==> config.mk <==
export PLATFORM = sky130hd
export DESIGN_NAME = poly_ram_loader
export DESIGN_NICKNAME = d
export VERILOG_FILES = /design/src/rtl/poly_ram_loader.sv
export SDC_FILE = /design/constraint.sdc
export NUM_CORES = 1
export LEC_CHECK = 0
export BUFFER_PORTS_ARGS = -buffer_cell sky130_fd_sc_hd__buf_2
export CAP_MARGIN = 20
export CORE_AREA = 2 2 169 171
export DETAILED_ROUTE_END_ITERATION = 10
export DIE_AREA = 0 0 171 173
export SYNTH_ARGS = -nofsm -noshare
export SYNTH_HDL_FRONTEND = slang
export SYNTH_SLANG_ARGS = --single-unit
==> constraint.sdc <==
create_clock -name clk -period 2 [get_ports clk]
set_input_delay 0.1 -clock clk [delete_from_list [all_inputs] [get_ports clk]]
set_output_delay 0.1 -clock clk [all_outputs]
set_load 0.02 [all_outputs]
==> src/rtl/poly_ram_loader.sv <==
// Write-side loader for the banked polynomial RAM: takes a valid/ready coefficient stream
// and scatters index j to bank j%NUM_BASE_BANK at address j/NUM_BASE_BANK.
module poly_ram_loader #(
    parameter int COE_WIDTH     = 39,
    parameter int ADDR_WIDTH    = 9,
    parameter int NUM_BASE_BANK = 8
) (
    input  logic                                clk,
    input  logic                                rst_n,
    input  logic                                start,
    input  logic                                abort,
    output logic                                busy,
    output logic                                done,
    input  logic                                in_valid,
    output logic                                in_ready,
    input  logic [COE_WIDTH-1:0]                in_data,
    output logic [NUM_BASE_BANK-1:0]            wea,
    output logic [ADDR_WIDTH*NUM_BASE_BANK-1:0] addra,
    output logic [COE_WIDTH*NUM_BASE_BANK-1:0]  dina
);

    localparam int BANK_BITS = $clog2(NUM_BASE_BANK);
    localparam int IDX_W     = BANK_BITS + ADDR_WIDTH;

    typedef enum logic [1:0] {
        S_IDLE,
        S_LOAD,
        S_FLUSH,
        S_DONE
    } state_t;

    state_t                   state, state_next;
    logic [IDX_W-1:0]         idx, idx_next;
    logic                     accept;
    logic [NUM_BASE_BANK-1:0] wea_next;

    always_ff @(posedge clk or negedge rst_n) begin
        if (!rst_n) begin
            state <= S_IDLE;
            idx   <= '0;
        end else begin
            state <= state_next;
            idx   <= idx_next;
        end
    end

    always_comb begin
        state_next = state;
        idx_next   = idx;
        accept     = 1'b0;
        in_ready   = 1'b0;
        busy       = 1'b0;
        done       = 1'b0;
        case (state)
            S_IDLE: begin
                if (start) begin
                    state_next = S_LOAD;
                    idx_next   = '0;
                end
            end
            S_LOAD: begin
                in_ready = 1'b1;
                busy     = 1'b1;
                // abort takes priority: the beat presented alongside it is not consumed
                if (abort) begin
                    state_next = S_IDLE;
                end else if (in_valid) begin
                    accept   = 1'b1;
                    idx_next = idx + 1'b1;
                    if (idx == '1) begin
                        state_next = S_FLUSH;
                    end
                end
            end
            S_FLUSH: begin
                busy       = 1'b1;
                state_next = S_DONE;
            end
            S_DONE: begin
                done       = 1'b1;
                state_next = S_IDLE;
            end
            default: state_next = S_IDLE;
        endcase
    end

    always_comb begin
        wea_next = '0;
        for (int unsigned k = 0; k < NUM_BASE_BANK; k++) begin
            wea_next[k] = accept && (idx[BANK_BITS-1:0] == BANK_BITS'(k));
        end
    end

    // Address and data are broadcast to every bank; only the enabled bank commits them.
    always_ff @(posedge clk or negedge rst_n) begin
        if (!rst_n) begin
            wea   <= '0;
            addra <= '0;
            dina  <= '0;
        end else begin
            wea <= wea_next;
            if (accept) begin
                addra <= {NUM_BASE_BANK{idx[IDX_W-1:BANK_BITS]}};
                dina  <= {NUM_BASE_BANK{in_data}};
            end
        end
    end

endmodule
### Word-level counts from Yosys, hierarchy flattened

Cells that the tools add are included.

| operators by class | value |
|---|---|
| eq/ne operators | 16 |
| add/sub/neg operators | 1 |
| reductions and logical operators | 14 |
| mux-type cells | 15 |

Operator list:

| operator | number |
|---|---|
| 12-bit 2-to-1 mux | 3 |
| 12-bit case mux with 2 select lines | 1 |
| 12-bit by 1-bit adder with 12-bit output (second input constant) | 1 |
| 12-bit == test (second input constant) | 1 |
| 3-bit == test (second input constant) | 4 |
| 1-bit logical AND | 8 |
| 2-bit 2-to-1 mux | 4 |
| 2-bit case mux with 4 select lines | 1 |
| 3-bit by 2-bit == test with 1-bit output (second input constant) | 2 |
| 1-bit 2-to-1 mux | 6 |
| 2-bit != test (second input constant) | 3 |
| 3-bit != test (second input constant) | 2 |
| 2-bit == test (second input constant) | 2 |
| 4-bit AND reduction | 1 |
| 3-bit by 1-bit == test with 1-bit output (second input constant) | 1 |
| 3-bit logical NOT | 1 |
| 3-bit AND reduction | 1 |
| 2-bit by 1-bit == test with 1-bit output (second input constant) | 1 |
| 2-bit logical NOT | 1 |
| 2-bit nonzero test | 1 |
| 2-bit OR reduction | 1 |

| storage, ports and cells | value |
|---|---|
| word-level logic and storage cells | 51 |
| input port bits | 44 |
| register bits after elaboration | 406 |

### Logic depth before layout (Yosys ltp)

| logic depth | value |
|---|---|
| depth in word-level cells | 5 |
| depth in mapped cells | 8 |
| depth with buffers taken out | 6 |

### Least setup slack after synthesis

Ideal clock, no wire load.

| timing path | value |
|---|---|
| kind | register -> register |
| start point | register (tool-made name) |
| end point | register idx[5] |
| buffers on the path | 0 |
| stages on the path, launching flop included | 7 |
| setup time | 77 ps |
| data arrival time | 1879 ps |
| slack | 44 ps |
| path through | dfrtp_1 inv_1 ha_1 o21ai_1 a2111o_1 or3_1 a21oi_1 |

RTL lines:

| element | line | text |
|---|---|---|
| end signal: assignment | 43 | `idx <= idx_next;` |
| end: declaration | 33 | `logic [IDX_W-1:0] idx, idx_next;` |

### Final worst setup path

| timing path | value |
|---|---|
| start point | register state[0] |
| end point | register idx[5] |

| between the ends | value |
|---|---|
| word-level cells in the longest chain between the ends | 3 |
| elaborated cells on any way between the ends | 8 |

RTL lines:

| element | line | text |
|---|---|---|
| start: declaration | 32 | `state_t state, state_next;` |
| start signal: assignment | 42 | `state <= state_next;` |
| 2-bit by 1-bit == test with 1-bit output / 2-bit logical NOT (equally long branches) | 54 | `case (state)` |
| 2-bit != test (no line) / 2-bit nonzero test (equally long branches) | -- |  |
| 4-bit AND reduction (no line) | -- |  |

Parallel ways exist; a longest one is shown, timed or not.
A chain may end at the register's enable or synchronous reset.

==> impl_metrics.csv <==
group,metric,value,unit
synth,synthSimpleGateAreaFrac,14.00,%
die,coreArea,0.02763,mm²
die,dieWidth,171,µm
route,first_iter_violations,161,
worst_setup_path,start_kind,"register",
synth,synthMuxAreaShare,0.7237,%
worst_setup_path,cp-end-kind,"register",
clocking,clockRootBuffer,"clkbuf_16",
layout,antenna_cells,0,
hold_path,hold_depth,3,
worst_setup_path,max_stage_delay,0.41,ns
synth,synth-adder-area-share,2.488,%
placed_design,gp_congestion,0.7404,
worst_setup_path,slowest_stage,"dfrtp_1",
synth,yosysTopAreaCellShare,45.59,%
layout,layout.nets,854,
worst_setup_path,crit_type,"register to register",
synth,synth_top_family_by_area,"buffers and inverters",
worst_setup_path,path_cells,"inv_1 > ha_2 > o21ai_2 > a2111o_1 > or3_1 > a21oi_1",
worst_setup_path,worst-path-max-fanout,6,
route,wl_per_cell,11.80,µm
sta,max_freq,0.5386,GHz
layout,fill_cells,3057,
global_route,antenna_found_initial,1,
worst_setup_path,crit_arrival,2.11,ns
synth,ys_types,39,
clocking,htreeDepth,3,
synth,synth_xor_area_share,0.4749,%
sta,rsz0062_at_grt,"no",
placed_design,place_area,0.005713,mm²
sta,finalHoldViolCount,0,
layout,synthToLayoutAreaGrowth,15.63,%
worst_setup_path,r2r_setup_slack,0.14,ns
sta,tns,0,ns
placed_design,io_buffers,438,
worst_setup_path,r2r.worst_path.cells,6,
worst_setup_path,path_delay_family,"compound AO/OA/AOI/OAI gates",
sta,min_period_over_period,92.82,%
synth,synth_largest_area_cell,"buf_4",
worst_setup_path,cp.depth,6,
route,wirelength,13.95,mm
global_route,grt_pass1_wl,20.36,mm
synth,synthesis.area,0.005533,mm²
synth,synth_seq_cells,70,
sta,tightest_slew,0.4800,ns
clocking,cts_tree,"done",
sta,finClkSkew,0.007504,ns
clocking,cts_max_path_buffers,2,
hold_path,hold_class,"primary input to register",
synth,syn_area_per_cell,8.486,µm²
synth,synth_nets,707,
worst_setup_path,reg2reg_to,"idx[5]",
synth,synth_cells,652,
die,core.rowCount,61,
die,initial_core_util,20.03,%
clocking,cts_made_buffers,9,
sta,period_needed,1.856,ns
die,die_h,173,µm
synth,ys_seq_area_share,31.66,%
placed_design,hpwl,10.43,mm
sta,slew_violations,0,
route,vias,4154,
clocking,clk_pin_slew,0.06,ns
route,postRouteAntennaNets,0,
layout,drive_gt1_share,58.83,%
worst_setup_path,cp_num_buf_inv,1,
run,maxCapViolations,0,
hold_path,hp-start,"abort",
synth,synth_area_leaders,"buf_4 46%, dfrtp_1 32%, nand2_1 9.9%",
route,viasPerCell,3.514,
clocking,cts.sinks,70,
global_route,grt_max_degree,53,
clocking,clk_latency,0.33,ns
worst_setup_path,r2r-start,"state[0]",
global_route,grt_overflow,0,
run_status,run_status,"finished clean",
die,die-area,0.02958,mm²
die,num_io_pins,439,
route,drc_errors,0,
sta,setup_viol,0,
global_route,grt_util_all_layers,8.827,%
layout,final_util,23.15,%
synth,ys_warn_count,0,
route,dr.pass1.iters,4,
worst_setup_path,required,2.26,ns
layout,stdcell_area,0.006397,mm²
synth,synth_compound_area_share,3.437,%
sta,slew_headroom,67.92,%
global_route,grt_pass1_vias,3579,
## sequential cells by signal (all words and copies together) (netlist names), named ones only
| register | cells |
|---|---|
| dina | 39 |
| idx | 12 |
| wea | 8 |
| addra | 9 |
| state | 1 |
## repair_timing
action,CTS,global route
endpoints found under the setup margin,0,6
buffers inserted,0,0
hold buffers,40,0
endpoints found under the hold margin,69,0
gates resized for setup,0,3
## how the worst max path moves through the flow
stage                   from  slack, ns       end
floorplan           register       0.04    idx[5]
global placement    state[0]       0.13    idx[5]
detailed placement  state[0]       0.08    idx[4]
CTS                 state[0]       0.05    idx[5]
global route          idx[1]       0.03  state[0]
finish              state[0]       0.14    idx[5]
## per-stage QoR
stage          setup slack (ns)  hold WS [ns]  instances
6_report                 0.1435        0.1750       1182
4_1_cts                 0.04681        0.1490       1182
3_3_place_gp             0.1282       0.07569       1126
5_1_grt                 0.03080        0.1630       1182
3_5_place_dp            0.07647       0.07842       1126
2_1_floorplan           0.04368       -0.1956        652
## kinds of logic after synthesis
family	Yosys count
AND/OR/NAND/NOR	182
AO/OA/AOI/OAI	24
multiplexers	4
buffers and inverters	358
XOR/XNOR	3
adder cells (fa/ha/maj)	11
flip-flops	70
## cell usage after synthesis
cell and n:
xnor2_1 3, o21a_1 1, or2_2 1, and4_4 1, and2_1 3, a22o_1 1, a21oi_1 3, nand3b_1 1
dfrtp_1 70, nor3_1 1, nand2b_1 4, a21oi_2 1, mux2i_1 4, a2111o_1 1, nor2_1 5, o21ai_0 8
nand2_1 146, a31o_2 1, nor2b_1 1, a211o_2 1, buf_4 336, and3_2 1, a32o_1 1, or4b_4 1
inv_1 9, and3_1 6, nand4_1 4, buf_2 6, o21ai_1 2, and3b_1 1, nand3_1 4, nor2b_2 1
a2111oi_0 1, o2bb2ai_1 1, or3_1 1, a2111oi_4 1, ha_1 11, clkbuf_1 7, a2111oi_2 1
## cell usage in the layout, fill, tap and decap left out, types with 5 or more instances in the layout
cell           instances
buf_4                  5
nand2_1              146
dfrtp_1               70
buf_2                437
dlygate4sd3_1         40
inv_1                  9
clkbuf_16              9
and3_1                 6
o21ai_0                8
nor2_1                 5
ha_1                  10
## metal layers
| layer | part of all wire [%] | up-vias | track usage, % |
|---|---|---|---|
| li1 | - | 1979 | - |
| met1 | 40 | 1944 | 10.40 |
| met2 | 50 | 218 | 15.96 |
| met3 | 8.1 | 11 | 1.991 |
| met4 | 0.98 | 2 | 2.295 |
| met5 | 0.11 | - | 0 |
## cell type report
class	instances	area, µm²	share of cell area (%)
tap	378	473.0	7.393
timing repair buffer	485	2685	41.97
inverter	9	33.78	0.5281
clock inverter	5	33.78	0.5281
clock buffer	11	242.7	3.794
multi-input combinational	224	1177	18.40
sequential	70	1752	27.38
## worst min-delay path, delay by kind of cell
kind / cells / cell delay (ns)
AO/OA/AOI/OAI: 1 / 0.18
buffers and inverters: 1 / 0.12
AND/OR/NAND/NOR: 1 / 0.07
Power is left out: the tool's default activity adds up to more than one toggle a clock period on the data nets, which glitch-free logic cannot reach.
